[src/rtl/multicycle_control_unit.sv]
// rtl/multicycle_control_unit.sv - multi-cycle MIPS control FSM with memory wait, I/O handshakes and pause
// Outputs are registered from the next state and next latched opcode so they track state without glitches.
module multicycle_control_unit #(
   parameter int MEM_LATENCY = 1,
   parameter int CNT_W       = 4
) (
   input  logic       clk,
   input  logic       rst_n,
   input  logic [5:0] opcode,
   input  logic       in_valid,
   input  logic       out_ack,
   input  logic       resume,
   output logic       PCWrite,
   output logic       IRWrite,
   output logic       MemRead,
   output logic       MemWrite,
   output logic       ALUSrc,
   output logic       RegWrite,
   output logic       Branch,
   output logic       Jump,
   output logic       Jal,
   output logic [1:0] RegDst,
   output logic [1:0] MemtoReg,
   output logic [1:0] ALUOp,
   output logic [1:0] bits_16_26,
   output logic       print,
   output logic       in,
   output logic       pause,
   output logic       illegal,
   output logic [3:0] state
);

   typedef enum logic [3:0] {
      S_RESET  = 4'd0,
      S_FETCH  = 4'd1,
      S_DECODE = 4'd2,
      S_EXEC   = 4'd3,
      S_MEM    = 4'd4,
      S_WB     = 4'd5,
      S_IO     = 4'd6,
      S_PAUSED = 4'd7,
      S_JMP    = 4'd8
   } state_t;

   localparam logic [5:0] OP_R     = 6'b000000;
   localparam logic [5:0] OP_ADDI  = 6'b001000;
   localparam logic [5:0] OP_LW    = 6'b100011;
   localparam logic [5:0] OP_SW    = 6'b101011;
   localparam logic [5:0] OP_BEQ   = 6'b000100;
   localparam logic [5:0] OP_BNE   = 6'b000101;
   localparam logic [5:0] OP_LUI   = 6'b001111;
   localparam logic [5:0] OP_J     = 6'b000010;
   localparam logic [5:0] OP_JAL   = 6'b000011;
   localparam logic [5:0] OP_PRINT = 6'b111111;
   localparam logic [5:0] OP_INPUT = 6'b111000;
   localparam logic [5:0] OP_PAUSE = 6'b000111;

   localparam logic [CNT_W-1:0] MEM_LAST = CNT_W'(MEM_LATENCY - 1);

   typedef struct packed {
      logic       pcw;
      logic       irw;
      logic       mr;
      logic       mw;
      logic       alusrc;
      logic       rw;
      logic       br;
      logic       jmp;
      logic       jal;
      logic [1:0] rd;
      logic [1:0] m2r;
      logic [1:0] aluop;
      logic [1:0] b1626;
      logic       pr;
      logic       inn;
      logic       pa;
   } ctl_t;

   state_t           cur, state_n;
   logic [5:0]       op_q, op_n;
   logic [CNT_W-1:0] cnt;
   ctl_t             ctl;
   logic             op_legal;

   function automatic ctl_t outs(input state_t s, input logic [5:0] op);
      ctl_t c;
      c = '0;
      case (s)
         S_FETCH: begin
            c.pcw = 1'b1;
            c.irw = 1'b1;
            c.mr  = 1'b1;
         end
         S_EXEC: begin
            case (op)
               OP_ADDI: begin
                  c.alusrc = 1'b1;
                  c.b1626  = 2'b11;
               end
               OP_LW, OP_SW: begin
                  c.aluop  = 2'b11;
                  c.alusrc = 1'b1;
                  c.b1626  = 2'b11;
               end
               OP_BEQ: begin
                  c.br    = 1'b1;
                  c.aluop = 2'b10;
                  c.b1626 = 2'b11;
                  c.pcw   = 1'b1;
               end
               OP_BNE: begin
                  c.br    = 1'b1;
                  c.b1626 = 2'b11;
                  c.pcw   = 1'b1;
               end
               default: ;
            endcase
         end
         S_MEM: begin
            c.mr = (op == OP_LW);
            c.mw = (op == OP_SW);
         end
         S_WB: begin
            c.rw = 1'b1;
            case (op)
               OP_R:  c.rd = 2'b01;
               OP_LW: c.m2r = 2'b01;
               OP_LUI: begin
                  c.m2r   = 2'b10;
                  c.b1626 = 2'b11;
               end
               OP_INPUT: begin
                  c.rd    = 2'b10;
                  c.m2r   = 2'b10;
                  c.b1626 = 2'b01;
               end
               default: ;
            endcase
         end
         S_JMP: begin
            c.pcw = 1'b1;
            if (op == OP_JAL) begin
               c.jal    = 1'b1;
               c.aluop  = 2'b01;
               c.alusrc = 1'b1;
            end else begin
               c.jmp = 1'b1;
            end
         end
         S_IO: begin
            if (op == OP_PRINT) begin
               c.pr = 1'b1;
            end else begin
               c.inn   = 1'b1;
               c.rd    = 2'b10;
               c.m2r   = 2'b10;
               c.b1626 = 2'b01;
            end
         end
         S_PAUSED: c.pa = 1'b1;
         default: ;
      endcase
      return c;
   endfunction

   always_comb begin
      op_legal = 1'b1;
      case (opcode)
         OP_R, OP_ADDI, OP_LW, OP_SW, OP_BEQ, OP_BNE, OP_LUI,
         OP_J, OP_JAL, OP_PRINT, OP_INPUT, OP_PAUSE: op_legal = 1'b1;
         default: op_legal = 1'b0;
      endcase
   end

   always_comb begin
      state_n = cur;
      op_n    = op_q;
      case (cur)
         S_RESET:  state_n = S_FETCH;
         S_FETCH:  state_n = S_DECODE;
         S_DECODE: begin
            op_n = opcode;
            case (opcode)
               OP_R, OP_ADDI, OP_LW, OP_SW, OP_BEQ, OP_BNE: state_n = S_EXEC;
               OP_LUI:             state_n = S_WB;
               OP_J, OP_JAL:       state_n = S_JMP;
               OP_PRINT, OP_INPUT: state_n = S_IO;
               OP_PAUSE:           state_n = S_PAUSED;
               default:            state_n = S_FETCH;
            endcase
         end
         S_EXEC: begin
            if (op_q == OP_LW || op_q == OP_SW)
               state_n = S_MEM;
            else if (op_q == OP_BEQ || op_q == OP_BNE)
               state_n = S_FETCH;
            else
               state_n = S_WB;
         end
         S_MEM: begin
            if (cnt == MEM_LAST)
               state_n = (op_q == OP_LW) ? S_WB : S_FETCH;
         end
         S_WB:  state_n = S_FETCH;
         S_JMP: state_n = S_FETCH;
         S_IO: begin
            if (op_q == OP_PRINT) begin
               if (out_ack) state_n = S_FETCH;
            end else if (in_valid) begin
               state_n = S_WB;
            end
         end
         S_PAUSED: if (resume) state_n = S_FETCH;
         default:  state_n = S_RESET;
      endcase
   end

   always_ff @(posedge clk or negedge rst_n) begin
      if (!rst_n) begin
         cur  <= S_RESET;
         op_q <= '0;
         cnt  <= '0;
         ctl  <= '0;
      end else begin
         cur  <= state_n;
         op_q <= op_n;
         ctl  <= outs(state_n, op_n);
         // Held at zero outside MEM so every MEM entry starts counting from 0.
         if (cur == S_MEM)
            cnt <= cnt + CNT_W'(1);
         else
            cnt <= '0;
      end
   end

   assign PCWrite    = ctl.pcw;
   assign IRWrite    = ctl.irw;
   assign MemRead    = ctl.mr;
   assign MemWrite   = ctl.mw;
   assign ALUSrc     = ctl.alusrc;
   assign RegWrite   = ctl.rw;
   assign Branch     = ctl.br;
   assign Jump       = ctl.jmp;
   assign Jal        = ctl.jal;
   assign RegDst     = ctl.rd;
   assign MemtoReg   = ctl.m2r;
   assign ALUOp      = ctl.aluop;
   assign bits_16_26 = ctl.b1626;
   assign print      = ctl.pr;
   assign in         = ctl.inn;
   assign pause      = ctl.pa;
   assign illegal    = (cur == S_DECODE) && !op_legal;
   assign state      = cur;

endmodule

[config.mk]
export PLATFORM = sky130hd
export DESIGN_NAME = multicycle_control_unit
export DESIGN_NICKNAME = d
export VERILOG_FILES = /design/src/rtl/multicycle_control_unit.sv
export SDC_FILE = /design/constraint.sdc
export NUM_CORES = 1
export LEC_CHECK = 0
export CAP_MARGIN = 10
export CORE_MARGIN = 4
export CORE_UTILIZATION = 55
export CTS_CLUSTER_DIAMETER = 50
export DETAILED_ROUTE_END_ITERATION = 10
export PLACE_DENSITY = 0.84
export SLEW_MARGIN = 20
export SYNTH_ARGS = -nofsm -noshare
export SYNTH_HDL_FRONTEND = slang
export SYNTH_SLANG_ARGS = --single-unit
[constraint.sdc]
create_clock -name clk -period 5.3 [get_ports clk]
set_input_delay 0.53 -clock clk [delete_from_list [all_inputs] [get_ports clk]]
set_output_delay 0.53 -clock clk [all_outputs]
set_load 0.02 [all_outputs]
=== After elaboration in Yosys (flattened, before gate mapping) ===
Cells that the tools add are included.

* Word-level logic and storage cells: 119
* Flip-flop bits (word level): 34
* Input bits: 11
* Output and inout port bits: 25

* Add/sub/neg operators: 1
* Equal/unequal tests: 40
* Reduce and logical (&&, ||, !) cells: 19
* Mux-type cells: 40

{| class="wikitable"
|+ Operators by type and width
! cell !! count
|-
| 6-bit equality test, second input constant || 11
|-
| 6-bit by 3-bit equality test with 1-bit output, second input constant || 7
|-
| 4-bit by 3-bit equality test with 1-bit output, second input constant || 8
|-
| 4-bit two-way mux || 7
|-
| 4-bit case mux with 7 select lines || 1
|-
| 6-bit by 4-bit equality test with 1-bit output, second input constant || 4
|-
| 2-bit case mux with 2 select lines || 5
|-
| 4-bit case mux with 5 select lines || 1
|-
| 6-bit by 2-bit equality test with 1-bit output, second input constant || 3
|-
| 1-bit two-way mux || 14
|-
| 4-bit by 2-bit equality test with 1-bit output, second input constant || 3
|-
| 6-bit zero test || 2
|-
| 12-bit OR reduction || 1
|-
| 2-bit OR reduction || 6
|-
| 3-bit two-way mux || 3
|-
| 4-bit by 1-bit equality test with 1-bit output, second input constant || 2
|-
| 4-bit equality test, second input constant || 2
|-
| 4-bit zero test || 2
|-
| 4-bit case mux with 2 select lines || 1
|-
| 2-bit two-way mux || 3
|-
| 6-bit two-way mux || 1
|-
| 1-bit case mux with 2 select lines || 3
|-
| 2-bit case mux with 3 select lines || 1
|-
| 3-bit OR reduction || 2
|-
| other kinds (6) || 7
|}

=== Logic depth before layout (Yosys ltp) ===
Gate-level depths: netlist of the first run.

* Depth in word-level cells: 8
* Depth in mapped cells: 8
* Depth with buffers taken out: 8

=== Worst setup path after synthesis of the first run ===
OpenSTA, ideal clock, no wires.

* Kind: reg-to-output
* From: register cur[2] (netlist: state[2])
* To: output port illegal
* Required time: 4.770 ns
* Data arrival time: 1.745 ns
* Stages on the path, launching flop included: 5
* Path slack: 3.025 ns
* Buffers on the path: 2
* Cell sequence: dfrtp_1 > buf_6 > or4b_1 > buf_2 > nor3_1

* Word-level cells in the longest chain between the ends: 2

{| class="wikitable"
|+ Ends and longest elaborated chain
! what !! line !! text
|-
| start: declaration || 79 || <nowiki>state_t cur, state_n;</nowiki>
|-
| start signal: assignment || 225 || <nowiki>cur <= state_n;</nowiki>
|-
| 4-bit by 2-bit equality test with 1-bit output || 252 || <nowiki>assign illegal = (cur == S_DECODE) && !op_legal;</nowiki>
|-
| 1-bit logical AND || 252 ||
|-
| end: declaration || 29 || <nowiki>output logic illegal,</nowiki>
|}

No other way between the ends.

=== Worst setup path after layout of the first run ===
* From: input port opcode[3]
* To: output port illegal

* Word-level cells in the longest chain between the ends: 5
* Elaborated cells on any way between the ends: 16
* Classes of those cells: eq/ne (11); mux (1); reduce/logical (4)

{| class="wikitable"
|+ Ends and longest elaborated chain
! what !! line !! text
|-
| start: declaration || 9 || <nowiki>input logic [5:0] opcode,</nowiki>
|-
| 6-bit by 3-bit equality test with 1-bit output, or another cell as far along || 168 || <nowiki>case (opcode)</nowiki>
|-
| 12-bit OR reduction * || 168 ||
|-
| 1-bit two-way mux * || 168 ||
|-
| 1-bit zero test * || 252 ||
|-
| 1-bit logical AND * || 252 ||
|}

Every way passes the cells marked *; elsewhere a longest branch is shown, timed or not.

==> results by group, run 1 <==
Status
  – Status: finished, final reports clean

Setup path
  – Worst EP arrival: 2560 ps
  – Critical Path Start: opcode[3]
  – CP cell instances: clkdlybuf4s50_1, nand2b_1, nor3b_1, nor3_1, a21oi_1, nor2_1, nor3_1, clkdlybuf4s50_1
  – Worst setup SP type: input port
  – CP endpoint: illegal
  – CP required: 4770 ps
  – Worst stage delay on the critical path: 650 ps
  – CP Max Fanout: 9
  – Worst r2r src: state[0]
  – Worst R2R Path Depth: 7
  – R2R Setup Slk: 2500 ps
  – R2R Path End: bits_16_26[1]
  – CP max-delay cell: clkdlybuf4s50_1
  – Critical path class: input port to primary output
  – Crit. End Element: primary output

GRT
  – Initial antenna violation count: 0
  – Total GRT Usage: 0.213
  – Vias in the first global route: 1528
  – Largest net degree at the start of global routing: 35
  – Global-route wire length before repair: 7.09 mm
  – Gr ovfl total: 0

STA
  – Final Cycle Share: 0.582
  – Setup total negative slack: 0 ps
  – Final Setup Violations: 0
  – Final hold vios: 0
  – Setup ws final: 2210 ps
  – Slew HR: 0.499
  – Skew final: 8.21 ps
  – Final Slew Violations: 0
  – Unrepaired setup endpoints after global routing: false
  – Min Tclk post-route: 3090 ps
  – Worst-Margin Slew: 750 ps
  – FMAX: 324 MHz

CTS
  – Clock Tree Buf Depth: 2
  – Clock transition at path regs: 100 ps
  – Clk_lat worst skew: 320 ps
  – Post-CTS sizing: 0
  – Total setup buffers inserted after CTS: 0
  – Htree depth: 2
  – Sink Count: 34
  – CTS root buf: clkbuf_4
  – CTS tree: done
  – Hold Buf Count CTS: 0
  – TritonCTS Buffers: 5

Run
  – Max Cap Viol: 0

Power
  – Clock power share: 0.129
  – Worst vdd ir: 0.271 mV
  – Sw Share: 0.446
  – Power Density: 489 mW/mm^2
  – Seq pwr share: 0.359
  – Tot Pwr: 1120 uW
  – Net switching power figure: 500 uW
  – Gate power share: 0.512
  – LEAKAGE: 0.00100 uW
  – Int Pwr: 620 uW

Floorplanning
  – Cell Rows: 20
  – Die Width: 66.5 um
  – Die footprint: 0.00442 sq mm
  – Total core area: 0.00315 sq mm
  – Die height: 66.5 um
  – Initial Util: 0.596
  – Top Ports: 36

Yosys
  – Post-Syn Area: 0.00188 sq mm
  – Flop and latch count out of synthesis: 34
  – Mapped Cells: 188
  – Synth top area share: 0.453
  – Synth top area cells: dfrtp_1 (45%), nor2_1 (4.6%), inv_1 (3.0%)
  – Top FF cell, synth: dfrtp_1
  – Syn Area/Cell: 10.0 sq um
  – Number of synthesized flops with an enable pin: 0
  – Synth warnings: 0
  – Area leader, netlist: dfrtp_1
  – Distinct cells, synth: 57
  – Post-synthesis sequential area ratio: 0.453
  – Synth async-reset ratio: 1.00
  – Synthesized net count: 201

Final layout
  – Post-layout util: 0.726
  – Fin nets: 233
  – Synthesis-to-finish area growth: 21.8%
  – Share of layout cells above drive strength 1: 0.113
  – # fillers: 255
  – Antenna Cells: 0

Hold path
  – Hold path depth: 1
  – Hold Path Class: flop to flop
  – Hold_sp: cnt[0]

Place
  – Final HPWL DP: 3.21 mm
  – Port Buffers: 35
  – Placer Congestion: 0.890
  – Setup WS pre-CTS: 2230 ps

Route
  – Total number of vias: 1522
  – Drt first pass iters: 4
  – Antenna Nets Post-Route: 0
  – Wire per inst: 16.2 um
  – Vias/cell: 5.74
  – DR DRC count: 0
  – DRT Wirelength: 4.30 mm
  – Initial drt markers: 113
==> how the worst min path moves through the flow <==
stage	end	slack (ps)
5_1_grt	cnt[0]	520
4_1_cts	cnt[0]	490
3_5_place_dp	cnt[0]	480
6_report	cnt[0]	490
2_1_floorplan	ALUOp[0]	230
3_3_place_gp	cnt[0]	470
==> metrics by stage <==
step                      std cells  area [sq um]  hold slack [ps]
after floorplan                 188          1880              234
after global placement          257          2230              475
after detailed placement        257          2230              477
after CTS                       265          2290              490
after global routing            265          2290              515
final                           265          2290              489
==> synth_stat cells, drive strengths merged (2+ instances only) <==
cell type   n
inv        15
o31a        2
nor3b       4
or3         2
mux2        2
nand3       4
nor4        3
buf         9
a21oi       4
o211a       2
nor3       10
or4         2
or4b        3
nor4b       3
o31ai       2
clkbuf      2
nand4       4
ha          2
dfrtp      34
o211ai      2
a2111oi     2
nor2       23
and3        2
nand2      13
nand2b      3
o21ai       7
a31oi       2
nand3b      3
mux2i       5
a211o       2
==> layer usage <==
layer | up-vias | global-route usage | share of wire
met2 | 44 | 0.342 | 0.50
met1 | 736 | 0.285 | 0.45
li1 | 740 | - | -
met3 | 2 | 0.0540 | 0.051
met5 | - | 0 | 0
met4 | 0 | 0.0635 | 0.0030
==> layout make-up <==
class / count / area, sq um / area share
multi-input combinational: 128 / 908 / 0.397
sequential: 34 / 851 / 0.372
timing repair buffer: 36 / 358 / 0.156
inverter: 15 / 56.3 / 0.0246
clock buffer: 7 / 55.1 / 0.0241
tap: 44 / 55.1 / 0.0241
clock inverter: 1 / 5.00 / 0.00219
==> power by group through the flow <==
stage	logic, uW	registers, uW	clock network [uW]
global placement	556	402	0
global route	622	413	161
finish	574	402	145
detailed placement	568	405	0
CTS	572	400	149
floorplan	370	427	0
==> layout by cell type (no fill, tap or decap), types with 3 or more instances in the layout <==
master,n
a21oi_1,3
clkbuf_4,5
clkdlybuf4s50_1,35
dfrtp_1,34
inv_1,15
mux2i_1,5
nand2_1,12
nand2b_1,3
nand3_1,4
nand4_1,4
nor2_1,23
nor3_1,8
nor3b_1,4
o21ai_0,7
==> state kept, by name, summed over array words and instances (netlist names), 2 cells and up <==
register    flops
op_q            6
ALUOp           2
cnt             4
state           4
RegDst          2
MemtoReg        2
bits_16_26      2
==> kinds of logic after synthesis <==
kind of cell,count (synthesis),share of synthesized area
compound gates,33,0.152
xor+xnor,2,0.00932
fa+ha+maj,2,0.0133
buf+inv,26,0.0639
flops,34,0.453
mux,7,0.0386
simple gates,84,0.270
==> critical path: cells and delay by family <==
kind,cells,cell delay (ps)
buffers and inverters,2,1290
AOI/OAI and AO/OA,1,120
and+or+nand+nor,5,630
Power figures use the tool's default switching activity.
==> run 2, diff against run 1 <==
--- a/config.mk
+++ b/config.mk
@@ -7,10 +7,10 @@
 export LEC_CHECK = 0
 export CAP_MARGIN = 10
 export CORE_MARGIN = 4
-export CORE_UTILIZATION = 55
+export CORE_UTILIZATION = 51
 export CTS_CLUSTER_DIAMETER = 50
 export DETAILED_ROUTE_END_ITERATION = 10
-export PLACE_DENSITY = 0.84
+export PLACE_DENSITY = 0.79
 export SLEW_MARGIN = 20
 export SYNTH_ARGS = -nofsm -noshare
 export SYNTH_HDL_FRONTEND = slang
==> constraint.sdc (replaced) <==
create_clock -name clk -period 3 [get_ports clk]
set_input_delay 0.3 -clock clk [delete_from_list [all_inputs] [get_ports clk]]
set_output_delay 0.3 -clock clk [all_outputs]
set_load 0.02 [all_outputs]
==> run 2 against run 1 <==
Register-to-register slack got worse by 2000 ps. Highest routed layer unchanged. Utilization decreased by 3.6 points. Critical path type is now flop to primary output. Design area increased by 3.8%. Flip-flop and latch count unchanged.
==> results by group, run 2 (synthesized netlist as in run 1, its figures left out) <==
STA
  – Setup total negative slack: 0 ps
  – Final hold vios: 0
  – Final Setup Violations: 0
  – Min Tclk post-route: 2800 ps
  – Final Cycle Share: 0.933
  – Unrepaired setup endpoints after global routing: false
  – Slew HR: 0.591
  – Skew final: 7.02 ps
  – Final Slew Violations: 0
  – Worst-Margin Slew: 612 ps
  – FMAX: 357 MHz
  – Hold WS: 420 ps

Setup path
  – R2R Setup Slk: 550 ps
  – Worst r2r src: state[0]
  – Worst EP arrival: 2500 ps
  – Worst setup SP type: flop
  – CP required: 2700 ps
  – Worst R2R Path Depth: 5
  – R2R Path End: MemRead
  – Crit. End Element: primary output
  – Critical path class: flop to primary output
  – CP Max Fanout: 14

CTS
  – Sink Count: 34
  – Post-CTS sizing: 0
  – Total setup buffers inserted after CTS: 0
  – Htree depth: 2
  – TritonCTS Buffers: 5
  – CTS root buf: clkbuf_8
  – Clock transition at path regs: 70 ps
  – Hold Buf Count CTS: 0
  – Clk_lat worst skew: 290 ps
  – Clock Tree Buf Depth: 2
  – CTS tree: done

Place
  – DP Cell Count: 260
  – Port Buffers: 35
  – Final HPWL DP: 3.35 mm
  – Placer Congestion: 0.921

Final layout
  – # fillers: 279
  – Share of layout cells above drive strength 1: 0.122
  – Biggest register: op_q
  – Synthesis-to-finish area growth: 26.4%
  – Post-Layout Cell Count: 268
  – Max reg flops: 6
  – Fin nets: 234
  – Antenna Cells: 0
  – Most frequent cells in the layout: clkdlybuf4s50_1 (35), dfrtp_1 (34), nor2_1 (23)
  – Commonest non-fill, non-tap cell in the layout: clkdlybuf4s50_1

Route
  – DRT Wirelength: 4.49 mm
  – Antenna Nets Post-Route: 0
  – Initial drt markers: 128
  – DR DRC count: 0
  – Vias/cell: 5.86
  – Total number of vias: 1571
  – Wire per inst: 16.8 um
  – Drt first pass iters: 4

Power
  – Gate power share: 0.455
  – Seq pwr share: 0.320
  – Sw Share: 0.403
  – Net switching power figure: 892 uW
  – Worst vdd ir: 0.630 mV
  – Power Density: 931 mW/mm^2
  – Int Pwr: 1320 uW
  – Clock power share: 0.225
  – Tot Pwr: 2210 uW
  – LEAKAGE: 0.00104 uW

Floorplanning
  – Die footprint: 0.00472 sq mm
  – Cell Rows: 21
  – Total core area: 0.00344 sq mm
  – Die height: 68.7 um
  – Initial Util: 0.546
  – Top Ports: 36
  – Die Width: 68.7 um

GRT
  – Initial antenna violation count: 0
  – Vias in the first global route: 1597
  – Total GRT Usage: 0.226
  – Global-route wire length before repair: 7.80 mm
  – Gr ovfl total: 0
  – Largest net degree at the start of global routing: 35

Run
  – Max Cap Viol: 0

Status
  – Status: finished, final reports clean

Hold path
  – Hold Path Class: input port to async pin
-- run 2: cell count changes in the layout (fill, tap and decap cells not counted), sizes merged --
cell / delta
clkbuf: -2
buf: +1
bufinv: +2
-- run 2: stage by stage --
step | setup WS [ps] | utilization | instance area [sq um]
finish | 202 | 0.690 | 2380
global route | 154 | 0.690 | 2380
CTS | 202 | 0.690 | 2380
detailed placement | 268 | 0.650 | 2240
global placement | 332 | 0.650 | 2240
floorplan | 759 | - | 1880
-- run 2: worst max-delay path, cell delays in order (launching register included) --
cell and delay [ps]:
dfrtp_1 550, or4b_1 770, nor3_1 250, clkdlybuf4s50_1 640
-- run 2: power by group through the flow --
stage	combinational (uW)	sequential, uW	clock (uW)
after global routing	1120	727	531
after global placement	979	704	0
final	1010	708	498
after CTS	1010	705	508
after floorplan	653	754	0
after detailed placement	1000	712	0
-- run 2: worst max path at each step --
| stage | endpoint | cells after the start | startpoint |
|---|---|---|---|
| after floorplan | MemRead | 7 | state[2] |
| after detailed placement | MemRead | 7 | opcode[2] |
| final | illegal | 3 | state[0] |
| after CTS | illegal | 3 | state[0] |
| after global placement | MemRead | 7 | opcode[2] |
| after global routing | illegal | 3 | state[0] |
-- run 2: cell type report --
| type | count | area, sq um | area share |
|---|---|---|---|
| multi-input cells | 128 | 908 | 0.382 |
| flip-flops and latches | 34 | 851 | 0.358 |
| repair buffers | 37 | 365 | 0.154 |
| clock buffers | 5 | 68.8 | 0.0290 |
| clock inverters | 3 | 68.8 | 0.0290 |
| well taps | 46 | 57.6 | 0.0242 |
| inverters | 15 | 56.3 | 0.0237 |
-- run 2: per-layer routing --
layer | vias to the layer above | GRT usage | wire (um)
met4 | 0 | 0.122 | 189
li1 | 736 | - | -
met5 | - | 0 | 0
met2 | 57 | 0.352 | 2130
met1 | 759 | 0.285 | 1850
met3 | 19 | 0.0616 | 319
